**src/rtl/cc_line_fill_engine.sv**
```systemverilog
// cc_line_fill_engine: cache refill path.
// Collects R-channel beats for the miss at the head of the miss-address FIFO.
// Beats land in the line critical-word-first, wrapping around the line. The
// assembled line and a valid tag are written to the tag/data SRAM, and then
// the FIFO head is popped. An early RLAST discards the entry. A missing RLAST
// drains the extra beats and still writes the line. Both report fill_err_o.
// Optional feature macro: CC_CRIT_WORD_FWD_EN (critical-word forwarding).
module cc_line_fill_engine #(
    parameter int DATA_W  = 64,
    parameter int BEATS   = 8,
    parameter int INDEX_W = 9,
    parameter int TAG_W   = 17,
    localparam int OFF_W  = $clog2(BEATS),
    localparam int ADDR_W = TAG_W + INDEX_W + OFF_W
) (
    input  logic                    clk,
    input  logic                    rst_n,
    input  logic [DATA_W-1:0]       mem_rdata_i,
    input  logic                    mem_rlast_i,
    input  logic                    mem_rvalid_i,
    output logic                    mem_rready_o,
    input  logic                    miss_addr_fifo_empty_i,
    input  logic [ADDR_W-1:0]       miss_addr_fifo_rdata_i,
    output logic                    miss_addr_fifo_rden_o,
    output logic                    wren_o,
    output logic [INDEX_W-1:0]      waddr_o,
    output logic [TAG_W:0]          wdata_tag_o,
    output logic [DATA_W*BEATS-1:0] wdata_data_o,
    output logic                    fill_err_o,
    output logic                    fwd_valid_o,
    output logic [DATA_W-1:0]       fwd_data_o
);

    typedef enum logic [1:0] {
        S_IDLE  = 2'd0,
        S_FILL  = 2'd1,
        S_WRITE = 2'd2,
        S_DRAIN = 2'd3
    } state_t;

    state_t                    r_state;
    state_t                    w_next;
    logic [OFF_W-1:0]          r_cnt;
    logic [DATA_W*BEATS-1:0]   r_line;
    logic                      r_err;
    // An early-RLAST discard pops the FIFO one cycle after the error pulse,
    // so the pop never coincides with fill_err_o.
    logic                      r_disc1;
    logic                      r_disc2;

    logic [TAG_W-1:0]          w_tag;
    logic [INDEX_W-1:0]        w_idx;
    logic [OFF_W-1:0]          w_off;
    logic [OFF_W-1:0]          w_slot;
    logic                      w_rready;
    logic                      w_hs;
    logic                      w_cnt_last;
    logic                      w_fill_hs;
    logic                      w_early;
    logic                      w_miss;

    // The FIFO head is show-ahead and stays stable until it is popped.
    assign w_tag      = miss_addr_fifo_rdata_i[ADDR_W-1 -: TAG_W];
    assign w_idx      = miss_addr_fifo_rdata_i[OFF_W +: INDEX_W];
    assign w_off      = miss_addr_fifo_rdata_i[OFF_W-1:0];

    assign w_rready   = (r_state == S_FILL) || (r_state == S_DRAIN);
    assign w_hs       = mem_rvalid_i & w_rready;
    assign w_cnt_last = (r_cnt == OFF_W'(BEATS - 1));
    assign w_fill_hs  = (r_state == S_FILL) & w_hs;
    // The OFF_W-bit add wraps naturally, which gives critical-word-first order.
    assign w_slot     = w_off + r_cnt;
    assign w_early    = w_fill_hs & mem_rlast_i & ~w_cnt_last;
    assign w_miss     = w_fill_hs & ~mem_rlast_i & w_cnt_last;

    // State register
    always_ff @(posedge clk) begin
        if (!rst_n) r_state <= S_IDLE;
        else        r_state <= w_next;
    end

    // Next-state logic
    always_comb begin
        w_next = r_state;
        case (r_state)
            S_IDLE: begin
                if (!miss_addr_fifo_empty_i && !r_disc1 && !r_disc2)
                    w_next = S_FILL;
            end
            S_FILL: begin
                if (w_hs) begin
                    if (mem_rlast_i) w_next = w_cnt_last ? S_WRITE : S_IDLE;
                    else if (w_cnt_last) w_next = S_DRAIN;
                end
            end
            S_DRAIN: begin
                if (w_hs && mem_rlast_i) w_next = S_WRITE;
            end
            S_WRITE: w_next = S_IDLE;
            default: w_next = S_IDLE;
        endcase
    end

    // Output decode from the registered state and the error/discard flops
    always_comb begin
        mem_rready_o          = w_rready;
        wren_o                = (r_state == S_WRITE);
        miss_addr_fifo_rden_o = (r_state == S_WRITE) | r_disc2;
        fill_err_o            = r_err;
        waddr_o               = '0;
        wdata_tag_o           = '0;
        wdata_data_o          = r_line;
        if (r_state == S_WRITE) begin
            waddr_o     = w_idx;
            wdata_tag_o = {1'b1, w_tag};
        end
    end

    // Beat counter: cleared while idle, advanced on every fill handshake
    always_ff @(posedge clk) begin
        if (!rst_n)              r_cnt <= '0;
        else if (r_state == S_IDLE) r_cnt <= '0;
        else if (w_fill_hs)      r_cnt <= r_cnt + 1'b1;
    end

    // Line buffer: each fill beat goes into its wrapped slot; drained beats are dropped
    always_ff @(posedge clk) begin
        if (!rst_n)         r_line <= '0;
        else if (w_fill_hs) r_line[w_slot*DATA_W +: DATA_W] <= mem_rdata_i;
    end

    // Protocol error pulse and the delayed discard pop after an early RLAST
    always_ff @(posedge clk) begin
        if (!rst_n) begin
            r_err   <= 1'b0;
            r_disc1 <= 1'b0;
            r_disc2 <= 1'b0;
        end else begin
            r_err   <= w_early | w_miss;
            r_disc1 <= w_early;
            r_disc2 <= r_disc1;
        end
    end

`ifdef CC_CRIT_WORD_FWD_EN
    logic              r_fwd_valid;
    logic [DATA_W-1:0] r_fwd_data;
    logic              w_crit;

    assign w_crit = w_fill_hs & (r_cnt == '0);

    // Capture the first beat of each fill so it can be forwarded early
    always_ff @(posedge clk) begin
        if (!rst_n) begin
            r_fwd_valid <= 1'b0;
            r_fwd_data  <= '0;
        end else begin
            r_fwd_valid <= w_crit;
            if (w_crit) r_fwd_data <= mem_rdata_i;
        end
    end

    assign fwd_valid_o = r_fwd_valid;
    assign fwd_data_o  = r_fwd_data;
`else
    assign fwd_valid_o = 1'b0;
    assign fwd_data_o  = '0;
`endif

    // The SRAM write always carries the FIFO pop with it
    a_wren_pops: assert property (@(posedge clk) disable iff (!rst_n)
        wren_o |-> miss_addr_fifo_rden_o);
    // Error pulses stay apart from the write and the pop
    a_err_alone: assert property (@(posedge clk) disable iff (!rst_n)
        fill_err_o |-> !(wren_o || miss_addr_fifo_rden_o));

endmodule

```
**config.mk**
```make
export PLATFORM = sky130hd
export DESIGN_NAME = cc_line_fill_engine
export DESIGN_NICKNAME = d
export VERILOG_FILES = /design/src/rtl/cc_line_fill_engine.sv
export SDC_FILE = /design/constraint.sdc
export NUM_CORES = 1
export LEC_CHECK = 0
export BUFFER_PORTS_ARGS = -buffer_cell sky130_fd_sc_hd__buf_2
export CORE_AREA = 2 2 274 276
export DETAILED_ROUTE_END_ITERATION = 8
export DIE_AREA = 0 0 276 278
export PLACE_DENSITY_LB_ADDON = 0.3
export SKIP_LAST_GASP = 1
export SYNTH_ARGS = -nofsm -noshare
export SYNTH_HDL_FRONTEND = slang
export SYNTH_SLANG_ARGS = --single-unit
```
**constraint.sdc**
```tcl
create_clock -name clk -period 4.2 [get_ports clk]
set_input_delay 0.84 -clock clk [delete_from_list [all_inputs] [get_ports clk]]
set_output_delay 0.84 -clock clk [all_outputs]
set_load 0.02 [all_outputs]
```
==> impl_metrics.tcl <==
set metrics [dict create \
    synth.avg_cell_area_sq_um 9.99 \
    powerDensity_nw_per_um2 415 \
    cts_made_buffers 57 \
    fin_skew_ps 13.4 \
    core_sq_um 73800 \
    grt_pass1_wl_mm 99.6 \
    critPathLaunchType "flip-flop" \
    regArea_sq_um 10400 \
    grt_max_degree 93 \
    hold_violations 0 \
    clkLatencyLatePin_ps 590 \
    seq_area_frac_synth_pct 51.3 \
    ctsHoldBuffers 0 \
    power_mw 10.8 \
    slew_headroom_pct 53.3 \
    totalWireLength_mm 66.9 \
    place_inst 3534 \
    initial_core_util_pct 27.5 \
    synth_area_leader_cell "dfxtp_1" \
    viasPerCell 4.37 \
    core.rowCount 100 \
    cts-root-buf "clkbuf_16" \
    drt_iter0_markers 794 \
    cp-end-kind "flip-flop" \
    antenna_found_initial 2 \
    dp_hpwl_mm 46.3 \
    fin_tns_setup_ps 0 \
    worstPathMaxFanout 16 \
    hold_class "reg -> reg" \
    synth_cell_types 35 \
    syn_inst 2029 \
    peakVddDrop_uv 262 \
    crit_type "reg -> reg" \
    synth_seq_cells 520 \
    dieArea_sq_um 76700 \
    dr_total_vias 15900 \
    gp_congestion 0.811 \
    synth_edf_count 0 \
    fillers 7611 \
    grt_pass1_vias 15500 \
    drc 39 \
    status "finished with violations" \
    n_antenna_cell 0 \
    yosys_warnings 0 \
    netlist_area_sq_um 20300 \
    cts_sinks 520 \
    firstDrtPassIters 7 \
    ant_nets 0 \
    violations "design-rule violations" \
    final_nets 2728 \
    cts_buffer_depth 3 \
    io_pins 706 \
    grt_overflow 0 \
    ys.flop_type "dfxtp_1" \
    port_buffers 640 \
    rsz0062_at_grt "false" \
    max_freq_ghz 0.290 \
    drv_cap 0 \
    multi_input_comb_area_sq_um 8710 \
    clk_pin_slew_ps 60 \
    maxSlewViolCount 0 \
    whs_ps 453 \
    postCtsSetupBuffers 0 \
    gr-usage-all-layers_pct 16.7 \
    drive_above_1_share_pct 29.5 \
    wl_per_cell_microns 18.4 \
    cp_data_arrival_time_ps 3960 \
    die_h_microns 278 \
    syn_to_final_growth_pct 28.3 \
    netlist.area_leader.share_pct 51.3 \
    worstMarginPinSlew_ps 701 \
    finalNonFillerCells 3637 \
    htreeDepth 2 \
    fp.dieW_microns 276 \
    cts_tree "done" \
    required_ps 4710 \
    async_reset_ff_share_pct 0 \
    synth_area_leaders "dfxtp_1 (51%), mux2i_1 (25%), nand2_1 (12%)" \
    finalSetupViolCount 0 \
    leakage_nw 13.9 \
    cts_resized 0 \
    finalCritPeriodShare_pct 82.2 \
    post-route-min-period_ps 3450 \
]
## placed cells by master, fill, tap and decap left out, drive strengths merged, types with 2 or more instances in the layout
master     n
o21ai      3
nand3     70
and2      29
or3        3
a21boi     3
nand2    645
clkinv    14
nor2       2
inv        3
buf      685
nor2b      2
dfxtp    520
ha         5
mux2i    512
conb      65
a2111oi    2
nand2b     3
bufinv     6
clkbuf    81
## power by group
group | total [mW] | switching, mW | internal, mW
Clock | 5.12 | 2.05 | 3.06
Combinational | 0.685 | 0.499 | 0.186
Sequential | 4.99 | 0.0211 | 4.97
## area by class of cell
cell class	count	share of cell area [%]
flip-flops and latches	520	40.0
clock buffers	81	6.29
inverters	2	0.0289
well taps	969	4.66
repair buffers	685	14.5
clock inverters	22	1.04
multi-input cells	1358	33.5
## cells by family after synthesis
family | synth area share, %
compound gates | 0.463
xor+xnor | 0.160
fa+ha+maj | 0.407
buf+inv | 7.17
flops | 51.3
mux | 25.3
other cells | 0.0185
simple gates | 15.2
## path summary, 6_finish.rpt
check / slack (ps) / start / cells past startpoint / end
setup / recovery: 750 / r_cnt[0] / 9 / wdata_data_o[292]
hold / removal: 450 / wdata_data_o[290] / 2 / wdata_data_o[290]
setup reg to reg: 750 / r_cnt[0] / 9 / wdata_data_o[292]
hold reg to reg: 450 / wdata_data_o[290] / 2 / wdata_data_o[290]
## critical path, cell delays in order (launching register included)
cell and delay [ps]:
dfxtp_1 360, ha_4 170, fa_1 380, xnor3_2 480, ha_1 230, nand4bb_1 470
a2111oi_4 620, buf_12 250, buf_12 180, mux2i_1 200
## routing by layer
| metal | up-vias | track usage (%) | wire length (microns) |
|---|---|---|---|
| li1 | 7747 | - | - |
| met1 | 7544 | 20.6 | 27900 |
| met2 | 507 | 28.8 | 32700 |
| met3 | 98 | 4.52 | 4830 |
| met4 | 0 | 4.16 | 1420 |
| met5 | - | 0 | 0 |
## synthesized netlist by cell type (all sizes together), types with 2 or more instances
cell	count
nand2	645
inv	2
nand2b	3
mux2i	512
ha	5
a21boi	3
nor2	2
o21ai	3
nor2b	2
clkbuf	90
a2111oi	2
buf	123
or3	3
nand3	70
dfxtp	520
and2	29
## per-stage QoR
step | setup WS, ps | cell area [sq um] | utilization, %
2_1_floorplan | 842 | 20500 | -
3_3_place_gp | 281 | 24100 | 32.7
3_5_place_dp | 189 | 24100 | 32.7
4_1_cts | 749 | 26000 | 35.2
5_1_grt | 623 | 26000 | 35.2
6_report | 747 | 26000 | 35.2
## state kept, by name, summed over array words and instances, names as in the netlist
signal,count
r_disc1,1
wdata_data_o,512
fill_err_o,1
r_state,2
r_disc2,1
r_cnt,3
Note: power is estimated with default switching activity, not from simulation.
